==> config.mk <==
export PLATFORM = sky130hd
export DESIGN_NAME = square_wave_period_meter
export DESIGN_NICKNAME = d
export VERILOG_FILES = /design/src/rtl/square_wave_period_meter.sv
export SDC_FILE = /design/constraint.sdc
export NUM_CORES = 1
export LEC_CHECK = 0
export ABC_AREA = 1
export ABC_CLOCK_PERIOD_IN_PS = 3000
export CAP_MARGIN = 0
export CORE_UTILIZATION = 55
export CTS_CLUSTER_DIAMETER = 30
export DETAILED_ROUTE_END_ITERATION = 16
export PLACE_DENSITY = 0.77
export SLEW_MARGIN = 15
export SYNTH_ARGS = -nofsm -noshare
export SYNTH_HDL_FRONTEND = slang
export SYNTH_SLANG_ARGS = --single-unit
==> constraint.sdc <==
create_clock -name clk -period 3 [get_ports clk]
set_input_delay 0.3 -clock clk [delete_from_list [all_inputs] [get_ports clk]]
set_output_delay 0.3 -clock clk [all_outputs]
set_load 0.01 [all_outputs]
==> src/rtl/square_wave_period_meter.sv <==
// Schmitt-triggered square-wave meter: measures high time and full period in audio
// sample ticks and publishes each completed cycle with a one-clk valid strobe.
module square_wave_period_meter #(
  parameter logic signed [15:0] THRESH_HIGH     = 16'sd10923,
  parameter logic signed [15:0] THRESH_LOW      = 16'sd5461,
  parameter int                 COUNT_WIDTH     = 24,
  parameter int                 TIMEOUT_SAMPLES = 48000
) (
  input  logic                    clk,
  input  logic                    I_RSTn,
  input  logic                    audio_clk_en,
  input  logic signed [15:0]      in,
  output logic [COUNT_WIDTH-1:0]  high_time,
  output logic [COUNT_WIDTH-1:0]  period,
  output logic                    valid,
  output logic                    stalled
);

  localparam logic [COUNT_WIDTH-1:0] ONE     = COUNT_WIDTH'(1);
  localparam logic [COUNT_WIDTH-1:0] TIMEOUT = COUNT_WIDTH'(TIMEOUT_SAMPLES);

  typedef enum logic [1:0] {SYNC, HIGH, LOW} state_t;

  state_t                 state_reg;
  logic                   level_reg;
  logic [COUNT_WIDTH-1:0] hi_cnt_reg;
  logic [COUNT_WIDTH-1:0] lo_cnt_reg;

  logic                   rise_edge;
  logic                   fall_edge;
  logic [COUNT_WIDTH-1:0] hi_inc;
  logic [COUNT_WIDTH-1:0] lo_inc;
  logic [COUNT_WIDTH:0]   sum_wide;
  logic [COUNT_WIDTH-1:0] period_sat;

  function automatic logic [COUNT_WIDTH-1:0] sat_inc(input logic [COUNT_WIDTH-1:0] v);
    return (&v) ? v : v + ONE;
  endfunction

  // Edges are only meaningful on sample ticks; both operands are signed.
  assign rise_edge = audio_clk_en && !level_reg && (in >= THRESH_HIGH);
  assign fall_edge = audio_clk_en &&  level_reg && (in <= THRESH_LOW);

  assign hi_inc     = sat_inc(hi_cnt_reg);
  assign lo_inc     = sat_inc(lo_cnt_reg);
  assign sum_wide   = {1'b0, hi_cnt_reg} + {1'b0, lo_cnt_reg};
  assign period_sat = sum_wide[COUNT_WIDTH] ? {COUNT_WIDTH{1'b1}} : sum_wide[COUNT_WIDTH-1:0];

  always_ff @(posedge clk) begin
    if (!I_RSTn) begin
      state_reg  <= SYNC;
      level_reg  <= 1'b0;
      hi_cnt_reg <= '0;
      lo_cnt_reg <= '0;
      high_time  <= '0;
      period     <= '0;
      valid      <= 1'b0;
      stalled    <= 1'b1;
    end else begin
      valid <= 1'b0;
      if (audio_clk_en) begin
        if (rise_edge)
          level_reg <= 1'b1;
        else if (fall_edge)
          level_reg <= 1'b0;

        case (state_reg)
          SYNC: begin
            if (rise_edge) begin
              hi_cnt_reg <= ONE;
              lo_cnt_reg <= '0;
              state_reg  <= HIGH;
            end
          end
          HIGH: begin
            if (fall_edge) begin
              lo_cnt_reg <= ONE;
              state_reg  <= LOW;
            end else if (hi_inc >= TIMEOUT) begin
              stalled    <= 1'b1;
              high_time  <= '0;
              period     <= '0;
              hi_cnt_reg <= '0;
              lo_cnt_reg <= '0;
              state_reg  <= SYNC;
            end else begin
              hi_cnt_reg <= hi_inc;
            end
          end
          LOW: begin
            if (rise_edge) begin
              high_time  <= hi_cnt_reg;
              period     <= period_sat;
              valid      <= 1'b1;
              stalled    <= 1'b0;
              hi_cnt_reg <= ONE;
              lo_cnt_reg <= '0;
              state_reg  <= HIGH;
            end else if (lo_inc >= TIMEOUT) begin
              stalled    <= 1'b1;
              high_time  <= '0;
              period     <= '0;
              hi_cnt_reg <= '0;
              lo_cnt_reg <= '0;
              state_reg  <= SYNC;
            end else begin
              lo_cnt_reg <= lo_inc;
            end
          end
          default: state_reg <= SYNC;
        endcase
      end
    end
  end

endmodule
Word level (Yosys, flattened, before mapping)
Cells that the tools add are included.

Flip-flop bits (word level): 101. Output and inout bits: 50. Logic and storage cells: 73.

$add $sub $neg: 3. Order comparisons: 4. Eq/ne operators: 7. Multiplexer cells: 34. Reductions and logical operators: 17.

Operators with widths (number): 24-bit two-way mux (16); 24-bit case mux with 3 select lines (2); 24-bit case mux with 2 select lines (2); 24-bit by 1-bit adder with 24-bit output (second input constant) (2); 24-bit by 16-bit greater-or-equal comparator with 1-bit output (second input constant) (2); 24-bit AND reduction (2); 24-bit by 24-bit adder with 25-bit output (1); 16-bit by 15-bit greater-or-equal comparator with 1-bit output (second input constant) (1); 16-bit by 14-bit <= comparator with 1-bit output (second input constant) (1); 2-bit two-way mux (5); 5-bit AND reduction (2); 4-bit AND reduction (2); 1-bit two-way mux (7); 2-bit != test (second input constant) (3); 3-bit != test (second input constant) (2); 2-bit case mux with 3 select lines (1); 1-bit logical AND (4); 2-bit nonzero test (2); 3-bit AND reduction (1); 3-bit nonzero test (1); 2-bit by 1-bit equality test with 1-bit output (second input constant) (1); 2-bit equality test (second input constant) (1); 2-bit zero test (1); 1-bit case mux with 2 select lines (1); 2 further kinds (2).

Logic depth before layout (Yosys ltp)
Gate-level depths: netlist of run 1.

Depth after elaboration: 6. Mapped depth: 18. Mapped depth without buffers: 17.

Worst setup path before layout of run 1
OpenSTA, ideal clock, no wires.

Path kind: reg-to-reg. From: reg lo_cnt_reg[0]. To: reg period[20]. Arrival: 2.437 ns. Path slack: 0.492 ns. Cell stages (with the launch flop): 16. Cell sequence: dfxtp_1 > ha_1 > inv_1 > fa_1 > inv_1 > nand2_1 > o21ai_0 > a21oi_1 > o21ai_0 > nand2_1 > a21o_1 > nand3_1 > nand2_1 > nor2_1 > nand2_1 > a21oi_1.

Cells in the longest elaborated chain, start to end: 5. Elaborated cells between the ends (all ways): 10. Classes of those cells: add/sub: 2; order compare: 1; eq/ne: 1; mux: 4; reduce/logical: 2.

RTL lines: from (decl) (RTL line 27) `logic [COUNT_WIDTH-1:0] lo_cnt_reg;`; from (signal assigned) (RTL line 107) `lo_cnt_reg <= lo_inc;`; 24-bit by 1-bit adder with 24-bit output or 24-bit AND reduction (tied branches) (RTL line 37) `return (&v) ? v : v + ONE;`; 24-bit two-way mux (RTL line 37); 24-bit by 16-bit greater-or-equal comparator with 1-bit output (RTL line 99) `end else if (lo_inc >= TIMEOUT) begin`; 3-bit != test (no line); 5-bit AND reduction (no line); to (signal assigned) (RTL line 93) `period <= period_sat;`; to (decl) (RTL line 14) `output logic [COUNT_WIDTH-1:0] period,`.

Several ways; a longest one is shown, not always the timed one. A chain may end at the register's enable or synchronous reset.

Final worst setup path of run 1
From: reg hi_cnt_reg[19]. To: reg high_time[15].

Cells in the longest elaborated chain, start to end: 5. Elaborated cells between the ends (all ways): 6. Classes of those cells: add/sub: 1; order compare: 1; eq/ne: 1; mux: 1; reduce/logical: 2.

RTL lines: from (decl) (RTL line 26) `logic [COUNT_WIDTH-1:0] hi_cnt_reg;`; from (signal assigned) (RTL line 87) `hi_cnt_reg <= hi_inc;`; 24-bit by 1-bit adder with 24-bit output or 24-bit AND reduction (tied branches) (RTL line 37); 24-bit two-way mux * (RTL line 37); 24-bit by 16-bit greater-or-equal comparator with 1-bit output * (RTL line 79) `end else if (hi_inc >= TIMEOUT) begin`; 2-bit != test (no line) *; 5-bit AND reduction (no line) *; to (signal assigned) (RTL line 92) `high_time <= hi_cnt_reg;`; to (decl) (RTL line 13) `output logic [COUNT_WIDTH-1:0] high_time,`.

Every way passes the cells marked *; elsewhere a longest branch is shown, timed or not.

==> results.cfg, run 1 <==
[status]
outcome = finished clean

[critical_path]
critPathSlowestCell = dfxtp_1
rrSetupSlack_ns = 0.25
endpoint_kind = flop
cpPeakStageDelay_ns = 0.51
cp_max_fo = 21
r2r-start = hi_cnt_reg[19]
reg2reg_depth = 14
crit_required_ns = 3.29
crit_type = reg -> reg
start_kind = flop
r2r-end = high_time[15]
path_cells = nand2_1, nor2_2, nand2_1, nand3b_4, nand2_1, nand2_1, nor2_1, nand3_1, nand3_2, nand2_1, nor2_8, buf_12, nand2_1, a21oi_1
crit_top_cell = nand2_1
arrival_ns = 3.04

[worst_hold_path]
hp-start = high_time[12]
holdPathEnd = high_time[12]
min_path_type = reg -> reg
min_path_cells = 2

[finish]
nets = 1328
fill_cells = 1202
final_cell_area_um2 = 8690
layout_common_cells = nand2_1, nor2_1, a21oi_1
area_growth_pct = 18.3
drive_gt1_share_pct = 7.01
final_common_cell = nand2_1
antenna_cells = 0
multiInputGateArea_um2 = 4690
final_util_pct = 67.8
seq_area_um2 = 2020

[sta]
maxSlewViolCount = 0
fmax_ghz = 0.363
hold_viol = 0
tns_ns = 0
setup_ws_ns = 0.246
max-slew-margin-rel_pct = 53.0
rsz0062_at_grt = false
period_share_pct = 91.8
setup_violations = 0
clock_skew_ns = 0.0123
tightest_slew_ns = 0.699
period_needed_ns = 2.75

[cts]
cts_buffers = 9
cts_root_buf = clkbuf_16
clkSlewWorstSetupHoldPaths_ns = 0.07
insertion_delay_ns = 0.36
cts_tree = built
h-tree-depth = 3
clock_path_buffers = 2
cts_sinks = 101

[global_routing]
grt_pass1_wl_mm = 36.2
antenna_found_initial = 0
gr-total-overflow = 0
grt_pass1_vias = 7528
grt_usage_pct = 32.4
grt_max_degree = 62

[placement]
numPortBuffers = 68
place_congestion = 1.01
pre_cts_slack_ns = 0.129
hpwl_mm = 17.1
dpl_cell_area_um2 = 8360

[floorplan]
rows = 41
design.core.area_um2 = 12800
start_util_pct = 57.3
die_x_um = 118
fp.dieH_um = 118
pin_count = 69
die_area_um2 = 13800

[yosys]
syn-mean-instance-area_um2 = 6.11
syn_inst = 1203
synth_ff_type = dfxtp_1
yosysWarnings = 0
netlist_area_um2 = 7350
syn_nets = 1253
async_reset_ff_share_pct = 0
synth_edf_count = 0
yosysSeqAreaShare_pct = 27.5
synth_seq_cells = 101
yosysUniqueCellTypes = 42

[flow_run]
cap_violations = 0

[detailed_routing]
drc = 0
vias = 8093
drt_iter0_markers = 829
ant_nets = 0
dr.pass1.iters = 8
via_per_inst = 5.56
wirelength_mm = 22.1
wire_per_inst_um = 15.2

[pwr]
powerDensity_nw_per_um2 = 402
power.leakage_nw = 3.40
ir_drop_v = 0.000273
==> stage by stage <==
step / power [mW] / std cells / hold slack [ns]
final: 3.50 / 1455 / 0.460
after CTS: 3.49 / 1455 / 0.463
after floorplan: 2.02 / 1203 / 0.438
after global placement: 2.26 / 1439 / 0.449
after global routing: 3.65 / 1455 / 0.481
after detailed placement: 2.26 / 1439 / 0.453
==> final cells by class <==
cell class / instances / area share (%)
repair buffers: 111 / 12.3
clock inverters: 7 / 1.01
flip-flops and latches: 101 / 23.3
inverters: 103 / 4.48
well taps: 172 / 2.48
clock buffers: 9 / 2.59
multi-input cells: 952 / 53.9
==> critical path, delay by kind of cell (launching register included) <==
family / cells / cell delay, ns
buffers and inverters: 1 / 0.18
AOI/OAI and AO/OA: 1 / 0.16
and+or+nand+nor: 12 / 1.84
DFF: 1 / 0.51
==> metal layers <==
metal	global-route usage [%]	vias up	wire length [um]
li1	-	4086	-
met1	40.3	3672	9490
met2	54.6	276	10300
met3	6.35	59	1540
met4	13.5	0	782
met5	0	-	0
==> where the power goes <==
group / internal, mW / total, mW / leakage [nW] / switching (mW)
Clock: 0.670 / 1.24 / 0.155 / 0.574
Sequential: 1.39 / 1.47 / 0.816 / 0.0843
Combinational: 0.253 / 0.782 / 2.42 / 0.529
Total: 2.31 / 3.50 / 3.40 / 1.19
==> worst max-delay path by stage <==
stage | end | from | depth (start not counted)
after floorplan | period[20] | lo_cnt_reg[0] | 15
after global placement | hi_cnt_reg[0] | audio_clk_en | 11
after detailed placement | hi_cnt_reg[0] | audio_clk_en | 11
after CTS | high_time[15] | lo_cnt_reg[0] | 17
after global routing | lo_cnt_reg[0] | lo_cnt_reg[0] | 18
final | high_time[15] | hi_cnt_reg[19] | 14
==> cell usage after synthesis, types with 4 or more instances <==
master      n  area (um^2)
a211oi_1   14          105
ha_1       30          375
buf_2       9         45.0
nor2_2      5         31.3
nand3_1    76          380
or2_2       4         25.0
buf_6       7         78.8
nand2_1   354         1330
nor2_1    169          634
o21ai_0    50          250
inv_1      96          360
buf_4       7         52.6
dfxtp_1   101         2020
a21oi_1   111          556
xnor2_1     6         52.6
a31oi_1     4         25.0
nor3_1     37          185
o21bai_1    5         37.5
inv_2       5         18.8
nand4_1    35          219
clkbuf_1   23         86.3
xor2_1     21          184
==> timing repair <==
item / in CTS / in global routing
setup endpoints to repair: 0 / 26
hold buffers: 0 / 0
setup buffers: 0 / 0
resized for setup: 0 / 9
==> cells by family (layout without fill, tap and decap cells) <==
group | count (synthesis) | in the layout | synth area share, %
adder cells (fa/ha/maj) | 31 | 31 | 5.38
AO/OA/AOI/OAI | 196 | 196 | 14.4
flip-flops | 101 | 101 | 27.5
buffers and inverters | 150 | 230 | 8.89
XOR/XNOR | 27 | 27 | 3.22
AND/OR/NAND/NOR | 698 | 698 | 40.6
Note: power is estimated with default switching activity, not from simulation.
==> run 2, diff against run 1 <==
--- a/config.mk
+++ b/config.mk
@@ -8,9 +8,11 @@
 export ABC_AREA = 1
 export ABC_CLOCK_PERIOD_IN_PS = 3000
 export CAP_MARGIN = 0
+export CORE_MARGIN = 4
 export CORE_UTILIZATION = 55
 export CTS_CLUSTER_DIAMETER = 30
 export DETAILED_ROUTE_END_ITERATION = 16
+export GPL_TIMING_DRIVEN = 0
 export PLACE_DENSITY = 0.77
 export SLEW_MARGIN = 15
 export SYNTH_ARGS = -nofsm -noshare
==> results.cfg, run 2 (synthesized netlist as in run 1, its figures left out) <==
[critical_path]
critPathSlowestCell = dfxtp_4
cpPeakStageDelay_ns = 0.42
arrival_ns = 3.07
crit_start = lo_cnt_reg[0]
r2r-start = lo_cnt_reg[0]
crit_family = simple AND/OR/NAND/NOR gates
endpoint_kind = flop
crit_type = reg -> reg
cp_max_fo = 10
path_cells = ha_4, inv_2, nor2_2, nand2_2, nor2_4, nand2_2, buf_6, nand3_1, a21oi_2, nand2_1, nor2_1, nand3_2, nand4_1, buf_6, buf_4, nand2_1, a21oi_1
path_buf_inv = 4
crit_required_ns = 3.20
start_kind = flop

[global_routing]
grt_pass1_vias = 7436
antenna_found_initial = 0
grt_usage_pct = 32.0
grt_pass1_wl_mm = 38.0
gr-total-overflow = 0
grt_max_degree = 19

[cts]
insertion_delay_ns = 0.36
cts_root_buf = clkbuf_16
cts_sinks = 101
h-tree-depth = 3
clkSlewWorstSetupHoldPaths_ns = 0.07
cts_tree = built
clock_path_buffers = 2
cts_buffers = 9

[sta]
period_share_pct = 95.5
hold-worst-slack_ns = 0.459
maxSlewViolCount = 0
fmax_ghz = 0.349
period_needed_ns = 2.87
hold_viol = 0
max-slew-margin-rel_pct = 47.7
setup_violations = 0
tightest_slew_ns = 0.785
clock_skew_ns = 0.0122

[floorplan]
design.core.area_um2 = 12800
pin_count = 69
fp.dieH_um = 124
start_util_pct = 57.3
die_x_um = 124
rows = 41
die_area_um2 = 15300

[worst_hold_path]
hp-start = period[18]
min_path_type = reg -> reg

[detailed_routing]
wire_per_inst_um = 16.6
dr.pass1.iters = 6
drc = 0
route.met3.wl_mm = 1.58
wl_met2_mm = 11.1
drt_iter0_markers = 978
routed.top_layer = met4
wl_met1_mm = 10.8
via_per_inst = 5.68
wirelength_mm = 24.2
vias = 8295
ant_nets = 0

[pwr]
powerDensity_nw_per_um2 = 409
ir_drop_v = 0.000320
total_power_mw = 3.55
power.leakage_nw = 3.30

[placement]
dp.cells = 1443
hpwl_mm = 19.4
numPortBuffers = 68
place_congestion = 0.980

[finish]
layout_common_cells = nand2_1, nor2_1, a21oi_1
area_growth_pct = 18.1
final_util_pct = 67.6
nets = 1333
drive_gt1_share_pct = 7.92
stdcell_count = 1460
final_common_cell = nand2_1
antenna_cells = 0

[flow_run]
cap_violations = 0

[status]
outcome = finished clean
run 2: worst register-to-register path: cells and delay by family, from the launching register on:
kind / cells / cell delay [ns]
adder cells (fa/ha/maj): 1 / 0.20
AO/OA/AOI/OAI: 2 / 0.13
AND/OR/NAND/NOR: 10 / 1.29
flip-flops: 1 / 0.42
buffers and inverters: 4 / 0.64
run 2: area by class of cell:
| class | instances | area, um^2 |
|---|---|---|
| plain buffers | 46 | 272 |
| well taps | 172 | 215 |
| clock inverters | 7 | 78.8 |
| multi-input cells | 952 | 4740 |
| repair buffers | 70 | 696 |
| inverters | 103 | 393 |
| flip-flops and latches | 101 | 2050 |
| clock buffers | 9 | 225 |
| fillers | 1241 | 4150 |
run 2: path summary, 6_finish.rpt:
path / end / slack, ns / cells after the start
max: period[11] / 0.13 / 17
min: period[18] / 0.46 / 2
max reg2reg: period[11] / 0.13 / 17
min reg2reg: period[18] / 0.46 / 2
run 2: per-stage QoR:
stage	area, um^2	setup slack, ns	TNS [ns]
2_1_floorplan	7350	0.492	0
3_3_place_gp	8240	-0.221	-2.97
3_5_place_dp	8240	-0.204	-2.72
4_1_cts	8560	0.00129	0
5_1_grt	8680	-0.0272	-0.145
6_report	8680	0.134	0
run 2: per-layer routing:
layer	up-vias	GRT usage (%)
li1	4122	-
met1	3821	43.5
met2	312	52.5
met3	40	4.63
met4	0	10.3
met5	-	0
run 2: timing repair:
action / 4_1_cts / 5_1_grt
hold buffers: 0 / 0
endpoints found under the hold margin: 0 / 0
setup buffers: 0 / 2
pin swaps: 0 / 3
gates resized for setup: 6 / 43
endpoints found under the setup margin: 58 / 95
run 2: power by group:
group / total, mW / leakage, nW / switching [mW] / internal (mW)
clock: 1.22 / 0.151 / 0.564 / 0.660
sequential: 1.50 / 0.826 / 0.107 / 1.39
combinational: 0.825 / 2.33 / 0.565 / 0.260
